## src/rtl/tt_settle_timer.sv

```systemverilog
// Loadable 4-bit down-counter with a zero flag.
// It paces the settle interval between driving a vector and sampling it.
module tt_settle_timer (
  input  logic       clk,
  input  logic       rst_n,
  input  logic       load,
  input  logic [3:0] load_val,
  input  logic       dec,
  output logic       zero
);

  logic [3:0] cnt_q;
  logic [3:0] cnt_d;

  always_comb begin
    cnt_d = cnt_q;
    if (load) begin
      cnt_d = load_val;
    end else if (dec && (cnt_q != 4'd0)) begin
      cnt_d = cnt_q - 4'd1;
    end
  end

  always_ff @(posedge clk) begin
    if (!rst_n) begin
      cnt_q <= 4'd0;
    end else begin
      cnt_q <= cnt_d;
    end
  end

  assign zero = (cnt_q == 4'd0);

endmodule

```

## config.mk

```make
export PLATFORM = sky130hd
export DESIGN_NAME = tt_settle_timer
export DESIGN_NICKNAME = d
export VERILOG_FILES = /design/src/rtl/tt_settle_timer.sv
export SDC_FILE = /design/constraint.sdc
export NUM_CORES = 1
export LEC_CHECK = 0
export BUFFER_PORTS_ARGS = -buffer_cell sky130_fd_sc_hd__clkbuf_2
export CAP_MARGIN = 10
export CORE_AREA = 2 2 39 41
export DETAILED_ROUTE_END_ITERATION = 8
export DIE_AREA = 0 0 41 43
export SLEW_MARGIN = 20
export SYNTH_ARGS = -nofsm -noshare
export SYNTH_HDL_FRONTEND = slang
export SYNTH_SLANG_ARGS = --single-unit
```

## constraint.sdc

```tcl
create_clock -name clk -period 1.5 [get_ports clk]
set_input_delay 0.075 -clock clk [delete_from_list [all_inputs] [get_ports clk]]
set_output_delay 0.075 -clock clk [all_outputs]
set_load 0.05 [all_outputs]
```

Word level (Yosys, flattened, before mapping)
Index checks and enable logic that the tools add are counted.
{"block": "classes", "addsub": 1, "n_mux": 2, "n_reduce_logical": 4}
{"cell": "4-bit two-way mux", "n": 2}
{"cell": "4-bit logical NOT", "n": 1}
{"cell": "4-bit nonzero test", "n": 1}
{"cell": "4-bit by 1-bit subtractor with 4-bit output, second input constant", "n": 1}
{"cell": "2-bit nonzero test", "n": 1}
{"cell": "1-bit logical AND", "n": 1}
{"block": "totals", "regBits": 4, "inputBits": 8, "out_inout_bits": 1, "wordCells": 8}

Logic depth before layout (Yosys ltp)
Gate-level depths: netlist of the first run.
{"block": "logic_depth", "word_depth": 4, "ltp_mapped": 6, "ltp_nobuf": 6}

Worst setup path before layout of the first run
No wires, ideal clock.
{"block": "synth_path", "kind": "register to register", "from": "register cnt_q[0]", "to": "register cnt_q[0]", "setup_time_ns": 0.088, "t_arrival_ns": 1.420, "required_time_ns": 1.412, "setup_slack_ns": -0.008, "stages_incl_launch_ff": 7, "n_path_buf": 0, "synth_period_minus_slack_ns": 1.508, "cell_sequence": "dfxtp_1 > inv_1 > ha_1 > or3b_4 > clkinv_2 > o21ai_2 > a311oi_2"}
{"block": "synth_via", "elab_chain_cells": 3, "word_cells_on_any_way": 6, "classes_between": "add/sub: 1; mux: 2; reduce/logical: 3"}
{"element": "start: declaration", "line": "12", "text": "logic [3:0] cnt_q;"}
{"element": "start signal: assignment", "line": "28", "text": "cnt_q <= cnt_d;"}
{"element": "4-bit by 1-bit subtractor with 4-bit output or 4-bit nonzero test (tied branches)", "line": "20, 19"}
{"element": "4-bit two-way mux or 1-bit logical AND (tied branches)", "line": "19", "text": "end else if (dec && (cnt_q != 4'd0)) begin"}
{"element": "4-bit two-way mux or 2-bit nonzero test (tied branches)"}
Several ways; a longest one is shown, not always the timed one. The select of a mux whose other input is x is not followed.
A chain may end at the register's enable or synchronous reset.

Worst setup path in the final report of the first run
{"block": "layout_path", "from": "register cnt_q[1]", "to": "output zero"}
{"block": "layout_via", "elab_chain_cells": 1}
{"element": "4-bit logical NOT", "line": "32", "text": "assign zero = (cnt_q == 4'd0);"}
{"element": "end: declaration", "line": "9", "text": "output logic zero"}
Every way passes these cells.

==> results of run 1 <==
-- worst max-delay path: stages (launching register included) --
cell,delay [ps]
dfxtp_2,330
inv_2,60
ha_4,110
or3b_4,400
clkinv_4,80
clkbuf_16,150
-- per-stage QoR --
step | instance area (µm²) | util (%)
floorplan | 260 | -
global placement | 328 | 23.7
detailed placement | 328 | 23.7
CTS | 390 | 28.2
global route | 400 | 28.9
finish | 400 | 28.9
-- layout make-up --
class / instances / area share (%)
clock buffer: 3 / 5.62
tap: 16 / 5.00
multi-input combinational: 21 / 41.2
sequential: 4 / 20.6
inverter: 6 / 6.87
timing repair buffer: 11 / 20.6
-- metal layers --
layer,track usage [%],vias to the layer above
li1,-,140
met1,10.9,128
met2,11.9,7
met3,1.57,2
met4,12.0,0
met5,0,-
-- report_power, final --
part / total (mW) / internal, mW / switching [mW] / leakage, nW
combinational: 0.132 / 0.0679 / 0.0643 / 0.129
sequential: 0.127 / 0.118 / 0.00912 / 0.0338
clock: 0.132 / 0.0894 / 0.0428 / 0.0138
-- placed cells by master, fill, tap and decap left out, types with 2 or more instances in the layout --
master,instances
clkbuf_2,7
nand3_1,3
clkbuf_4,3
dfxtp_2,2
buf_4,3
nand2_1,2
nor2_1,4
inv_2,2
dfxtp_1,2
inv_1,3
-- timing repair --
item,CTS,global route
buffers inserted,2,0
resized for setup,7,2
setup endpoints to repair,1,1
hold endpoints to repair,0,0
-- cell families after synthesis --
family / Yosys count / synth area share, %
buffers and inverters: 6 / 9.27
DFF: 4 / 31.2
muxes: 1 / 3.90
adders and majority gates: 1 / 4.88
AOI/OAI and AO/OA: 6 / 20.0
and+or+nand+nor: 13 / 30.7
-- path summary, 6_finish.rpt --
path,from,end,slack [ps],cells past startpoint
worst max-delay path,cnt_q[1],zero,50,5
worst min-delay path,load_val[1],cnt_q[1],70,3
worst min register to register,cnt_q[2],cnt_q[2],520,2
worst max register to register,cnt_q[1],cnt_q[0],110,6
==> results.tsv, run 1 <==
stage	metric	value	unit
floorplan	die_area	1760	µm²
clocking	clk_pin_slew	40	ps
floorplan	placement_rows	14	
yosys	synth_common_cells	inv_1, dfxtp_1, nor2_1, nand3_1, nand2_1	
sta	worst_slack	51.1	ps
layout	regArea	82.6	µm²
clocking	cts_tree	done	
floorplan	die_h	43	µm
floorplan	coreArea	1380	µm²
route	viasPerCell	4.54	
sta	tns	0	ps
layout	fill_cells	148	
yosys	syn_area	256	µm²
worst_setup_path	startpoint_type	flop	
worst_setup_path	worstPathRequired	1420	ps
job	maxCapViolCount	0	
route	wl_per_cell	10.0	µm
layout	reg_top3	cnt_q (4)	
layout	largest_reg_flops	4	
yosys	yosysWarnings	0	
yosys	postSynthAreaPerCell	8.27	µm²
power	power_density	977	nW/µm²
worst_setup_path	worst_setup_path_end_kind	primary output	
route	drt_iter0_markers	2	
layout	post_route_cells_drive_above_1_share	53.3	%
route	num_vias	277	
clocking	cts_made_buffers	3	
global_routing	grt_pass1_wl	1030	µm
route	highest_layer	met4	
yosys	synth_top_area_share	31.2	%
yosys	synth.most_common_cell	inv_1	
yosys	seq_area_frac_synth	31.2	%
clocking	clock_latency	230	ps
status	run_status	finished clean	
sta	fin_crit_sh	96.6	%
clocking	cts.htree.levels	1	
layout	top_register	cnt_q	
placement	dp.cells	56	
clocking	clockBufferDepth	2	
placement	preCtsSetupSlack	96.7	ps
min_path	hold_path_class	primary input to flop	
route	wl	611	µm
layout	final_cells	61	
placement	gp_congestion	0.714	
floorplan	die_w	41	µm
power	power	391	µW
layout	multi_input_area	165	µm²
yosys	yosysTopAreaCell	dfxtp_1	
yosys	synthCells	31	
global_routing	grt-ovfl-total	0	
global_routing	grt_antenna_before_repair	0	
yosys	synth_nets	40	
sta	period_minus_slack	1450	ps
sta	worst_pin_slew	250	ps
route	wl_met3	16	µm
layout	nets	56	
route	dr.pass1.iters	2	
floorplan	initial_core_util	18.5	%
sta	finalMaxSlewViolations	0	
yosys	synthArstFlopShare	0	%
route	drc	0	
floorplan	io_pins	9	
placement	hpwl	454	µm
clocking	cts_root_buf	clkbuf_4	
sta	maxSlewHeadroom	83.3	%
power	ir_worst_vdd	0.321	mV
placement	portBuffers	8	
yosys	synth_area_leaders	dfxtp_1, inv_1, nand3_1, a311oi_2, nor2_1	
layout	area_delta_synth_final	56.1	%
clocking	cts_sinks	4	
global_routing	grt_util_all_layers	9.34	%
sta	whs	72.4	ps
power	total_leakage_power	0.177	nW
sta	grt_setup_unrepaired	false	
route	ant_nets	0	
global_routing	grt_pass1_vias	278	
global_routing	grt_max_degree	8	
worst_setup_path	arrival	1370	ps
yosys	synthDistinctLibCells	18	
route	dr_wl_met2	289	µm
yosys	synth-seq-cells	4	
yosys	ys.flop_type	dfxtp_1	
worst_setup_path	crit_type	flop to primary output	
sta	skew	2.60	ps
yosys	synth_edf_count	0	
route	wl_met1	285	µm
sta	fmax	690	MHz
layout	antenna_cells	0	
sta	setup_violations	0	
clocking	postCtsHoldBufs	0	
worst_setup_path	worst-path-max-fanout	3	
sta	hold_violations	0	
No activity file was read; power rests on OpenSTA's default activity.
==> run 2: changes to the inputs <==
- PLACE_DENSITY: not set -> 0.45
==> results.tsv, run 2 (synthesis results as in run 1) <==
stage	metric	value	unit
status	run_status	finished clean	
sta	finalMaxSlewViolations	0	
layout	reg_top3	cnt_q (4)	
layout	layout_common_cells	clkbuf_2, nor2_1, buf_4	
global_routing	grt_pass1_wl	945	µm
clocking	clock_latency	240	ps
sta	fmax	689	MHz
global_routing	grt_max_degree	8	
layout	fill_cells	158	
power	total_leakage_power	0.182	nW
placement	placed_cell_area	335	µm²
clocking	clk_pin_slew	40	ps
route	ant_nets	0	
worst_setup_path	worstPathRequired	1420	ps
worst_setup_path	arrival	1380	ps
sta	whs	79.8	ps
power	ir_worst_vdd	0.222	mV
sta	maxSlewHeadroom	83.4	%
global_routing	gr-usage-met1	9.21	%
sta	worst_pin_slew	248	ps
sta	setup_violations	0	
global_routing	grt_pass1_vias	266	
worst_setup_path	worst_setup_path_end_kind	primary output	
layout	area_delta_synth_final	58.5	%
global_routing	use_met3	0	%
layout	final_common_cell	clkbuf_2	
route	wl_per_cell	11.0	µm
route	drt_iter0_markers	4	
placement	hpwl	461	µm
floorplan	coreArea	1380	µm²
clocking	cts_sinks	4	
sta	skew	3.90	ps
clocking	cts_made_buffers	3	
placement	gp_congestion	0.696	
clocking	cts.htree.levels	1	
layout	nets	57	
floorplan	io_pins	9	
layout	top_register	cnt_q	
floorplan	die_w	41	µm
global_routing	grt.busiest_layer	met2	
placement	portBuffers	8	
worst_setup_path	cpPeakStageDelay	390	ps
worst_setup_path	rrSetupSlack	120	ps
worst_setup_path	slowest_stage	or3b_4	
global_routing	grt-ovfl-total	0	
layout	post_route_cells_drive_above_1_share	52.2	%
layout	largest_reg_flops	4	
clocking	cts_tree	done	
global_routing	grt_antenna_before_repair	0	
route	drc	0	
floorplan	placement_rows	14	
worst_setup_path	crit_type	flop to primary output	
layout	antenna_cells	0	
layout	final_area	407	µm²
global_routing	grt_util_all_layers	8.00	%
clocking	cts_root_buf	clkbuf_4	
worst_setup_path	worst-path-max-fanout	3	
clocking	clockBufferDepth	2	
min_path	hold_path_class	primary input to flop	
clocking	postCtsHoldBufs	0	
global_routing	grt_use_met2	12.2	%
power	power	402	µW
floorplan	die_h	43	µm
floorplan	die_area	1760	µm²
sta	tns	0	ps
floorplan	initial_core_util	18.5	%
sta	period_minus_slack	1450	ps
route	wl	679	µm
sta	hold_violations	0	
job	maxCapViolCount	0	
route	viasPerCell	4.44	
sta	grt_setup_unrepaired	false	
worst_setup_path	crit_chain	inv_2 -> ha_4 -> or3b_4 -> clkinv_4 -> clkbuf_16	
worst_setup_path	startpoint_type	flop	
sta	fin_crit_sh	96.7	%
route	num_vias	275	
route	dr.pass1.iters	2	
power	power_density	989	nW/µm²
[run 2: changes by cell type in the layout (fill, tap and decap cells not counted)]
cell | previous run | this run
buf_4 | 3 | 4
dfxtp_2 | 2 | 1
dfxtp_1 | 2 | 3
[run 2: final timing paths]
check                                 start        to  depth (start not counted)
worst max-delay path               cnt_q[0]      zero                          5
worst max register to register     cnt_q[0]  cnt_q[0]                          6
worst min register to register     cnt_q[2]  cnt_q[2]                          2
worst min-delay path            load_val[1]  cnt_q[1]                          3
[run 2: cell type report]
class | count | area (µm²) | share of cell area, %
clock buffer | 3 | 22.5 | 5.54
timing repair buffer | 12 | 90.1 | 22.2
sequential | 4 | 81.3 | 20.0
inverter | 6 | 27.5 | 6.77
multi-input combinational | 21 | 165 | 40.6
tap | 16 | 20.0 | 4.92
[run 2: what timing repair did]
item                       in CTS  in global routing
setup endpoints to repair       1                  1
setup buffers                   0                  2
gates resized for setup         3                  5
[run 2: power breakdown]
| group | internal [mW] | switching [mW] | total, mW | leakage (nW) |
|---|---|---|---|---|
| combinational | 0.0715 | 0.0666 | 0.138 | 0.134 |
| sequential | 0.117 | 0.00907 | 0.126 | 0.0336 |
| clock | 0.0898 | 0.0481 | 0.138 | 0.0138 |
[run 2: per-layer routing]
layer | part of all wire [%] | vias up
met5 | 0 | -
met4 | 0 | 0
met1 | 43 | 130
li1 | - | 141
met3 | 2.1 | 0
met2 | 54 | 4
[run 2: worst max-delay path: cells and delay by family (launching register included)]
| kind | cells | cell delay [ps] |
|---|---|---|
| DFF | 1 | 310 |
| buffers and inverters | 3 | 300 |
| and+or+nand+nor | 1 | 390 |
| adders and majority gates | 1 | 130 |
[run 2: metrics by stage]
step	worst slack [ps]	util, %	std cells
5_1_grt	8.37	29.4	62
2_1_floorplan	42.1	-	31
3_3_place_gp	148	24.2	57
3_5_place_dp	157	24.2	57
4_1_cts	10.2	27.3	60
6_report	48.9	29.4	62
==> run 3: changes to the inputs <==
==> constraint.sdc (replaced) <==
create_clock -name clk -period 1.5 [get_ports clk]
set_input_delay 0.3 -clock clk [delete_from_list [all_inputs] [get_ports clk]]
set_output_delay 0.3 -clock clk [all_outputs]
set_load 0.05 [all_outputs]
==> results.tsv, run 3 (synthesis results as in run 1) <==
stage	metric	value	unit
clocking	postCtsHoldBufs	0	
route	drc	0	
layout	area_delta_synth_final	62.9	%
clocking	cts_root_buf	clkbuf_4	
floorplan	die_area	1760	µm²
floorplan	io_pins	9	
route	viasPerCell	4.41	
sta	hold_violations	0	
power	power_density	983	nW/µm²
route	ant_nets	0	
job	maxCapViolCount	0	
sta	worst_pin_slew	250	ps
sta	setup_violations	1	
layout	largest_reg_flops	4	
global_routing	grt_pass1_vias	276	
clocking	clk_pin_slew	40	ps
floorplan	coreArea	1380	µm²
layout	final_common_cell	clkbuf_2	
sta	fmax	615	MHz
status	run_status	finished, violations left	
global_routing	grt_pass1_wl	993	µm
sta	maxSlewHeadroom	83.3	%
worst_setup_path	startpoint_type	flop	
layout	top_register	cnt_q	
route	dr.pass1.iters	1	
sta	fin_crit_sh	108	%
global_routing	grt_util_all_layers	8.81	%
route	drt_iter0_markers	0	
global_routing	grt_max_degree	8	
min_path	hold_path_class	primary input to flop	
route	num_vias	282	
placement	preCtsSetupSlack	67.4	ps
clocking	clockBufferDepth	2	
global_routing	grt-ovfl-total	0	
placement	hpwl	474	µm
sta	finalMaxSlewViolations	0	
floorplan	die_w	41	µm
worst_setup_path	worst_setup_path_end_kind	primary output	
worst_setup_path	slowest_stage	or3b_4	
worst_setup_path	crit_chain	inv_2 -> ha_4 -> or3b_4 -> clkinv_4 -> buf_12	
sta	grt_setup_unrepaired	true	
power	total_leakage_power	0.189	nW
layout	post_route_cells_drive_above_1_share	56.3	%
route	wl_per_cell	9.77	µm
power	ir_worst_vdd	0.316	mV
worst_setup_path	worstPathRequired	1200	ps
clocking	cts.htree.levels	1	
global_routing	grt_antenna_before_repair	0	
sta	whs	305	ps
worst_setup_path	arrival	1330	ps
layout	antenna_cells	0	
layout	nets	59	
status	failed_checks	setup timing	
placement	gp_congestion	0.729	
sta	worst_slack	-126	ps
worst_setup_path	cpPeakStageDelay	400	ps
sta	skew	1.17	ps
route	wl	625	µm
clocking	clock_latency	240	ps
clocking	cts_made_buffers	3	
layout	layout_common_cells	clkbuf_2, buf_4, nor2_1	
clocking	cts_sinks	4	
layout	reg_top3	cnt_q (4)	
worst_setup_path	crit_type	flop to primary output	
placement	portBuffers	8	
floorplan	initial_core_util	18.5	%
floorplan	die_h	43	µm
sta	period_minus_slack	1630	ps
worst_setup_path	worst-path-max-fanout	2	
clocking	cts_tree	done	
floorplan	placement_rows	14	
layout	fill_cells	157	
==> run 3: changes by cell type in the layout (fill, tap and decap cells not counted), sizes merged <==
cell,change
buf,+3
clkbuf,-1
==> run 3: through the flow <==
stage	util, %	std cells	instance area (µm²)	setup TNS [ps]	power (mW)
final	30.2	64	418	-126	0.411
after global routing	30.2	64	418	-178	0.440
after CTS	29.6	63	409	-143	0.413
after detailed placement	25.9	58	358	0	0.248
after global placement	25.9	58	358	0	0.249
after floorplan	-	31	260	0	0.195
==> run 3: repair_timing <==
action / in CTS / in global routing
pin swaps: 1 / 0
cloned: 0 / 0
resized for setup: 5 / 1
endpoints found under the setup margin: 1 / 2
buffers inserted: 2 / 1
==> run 3: critical path, delay by kind of cell (launching register included) <==
kind                     cells  cell delay [ps]
buffers and inverters        3              250
adder cells (fa/ha/maj)      1              120
flip-flops                   1              310
AND/OR/NAND/NOR              1              400
==> run 3: final cells by class <==
class,instances,area (µm²),area share [%]
inverters,6,27.5,6.59
repair buffers,14,100,24.0
well taps,16,20.0,4.79
multi-input cells,21,165,39.5
clock buffers,3,22.5,5.39
flip-flops and latches,4,82.6,19.8
==> run 3: path summary, 6_finish.rpt <==
check | startpoint | cells past startpoint | slack [ps] | to
max | cnt_q[0] | 5 | -130 | zero
min | load_val[1] | 3 | 300 | cnt_q[1]
min reg2reg | cnt_q[2] | 2 | 520 | cnt_q[2]
max reg2reg | cnt_q[0] | 7 | 80 | cnt_q[0]
==> run 3: where the power goes <==
part           total [mW]  switching, mW  internal, mW
clock               0.140         0.0504        0.0899
combinational       0.146         0.0674        0.0782
sequential          0.125        0.00747         0.117
total               0.411          0.125         0.285
==> run 3: routing by layer <==
metal / routed length [µm] / global-route usage, % / share of wire [%] / up-vias
li1: - / - / - / 145
met1: 260 / 7.96 / 42 / 127
met2: 318 / 14.1 / 51 / 8
met3: 35 / 3.14 / 5.6 / 2
met4: 10 / 8.00 / 1.6 / 0
met5: 0 / 0 / 0 / -
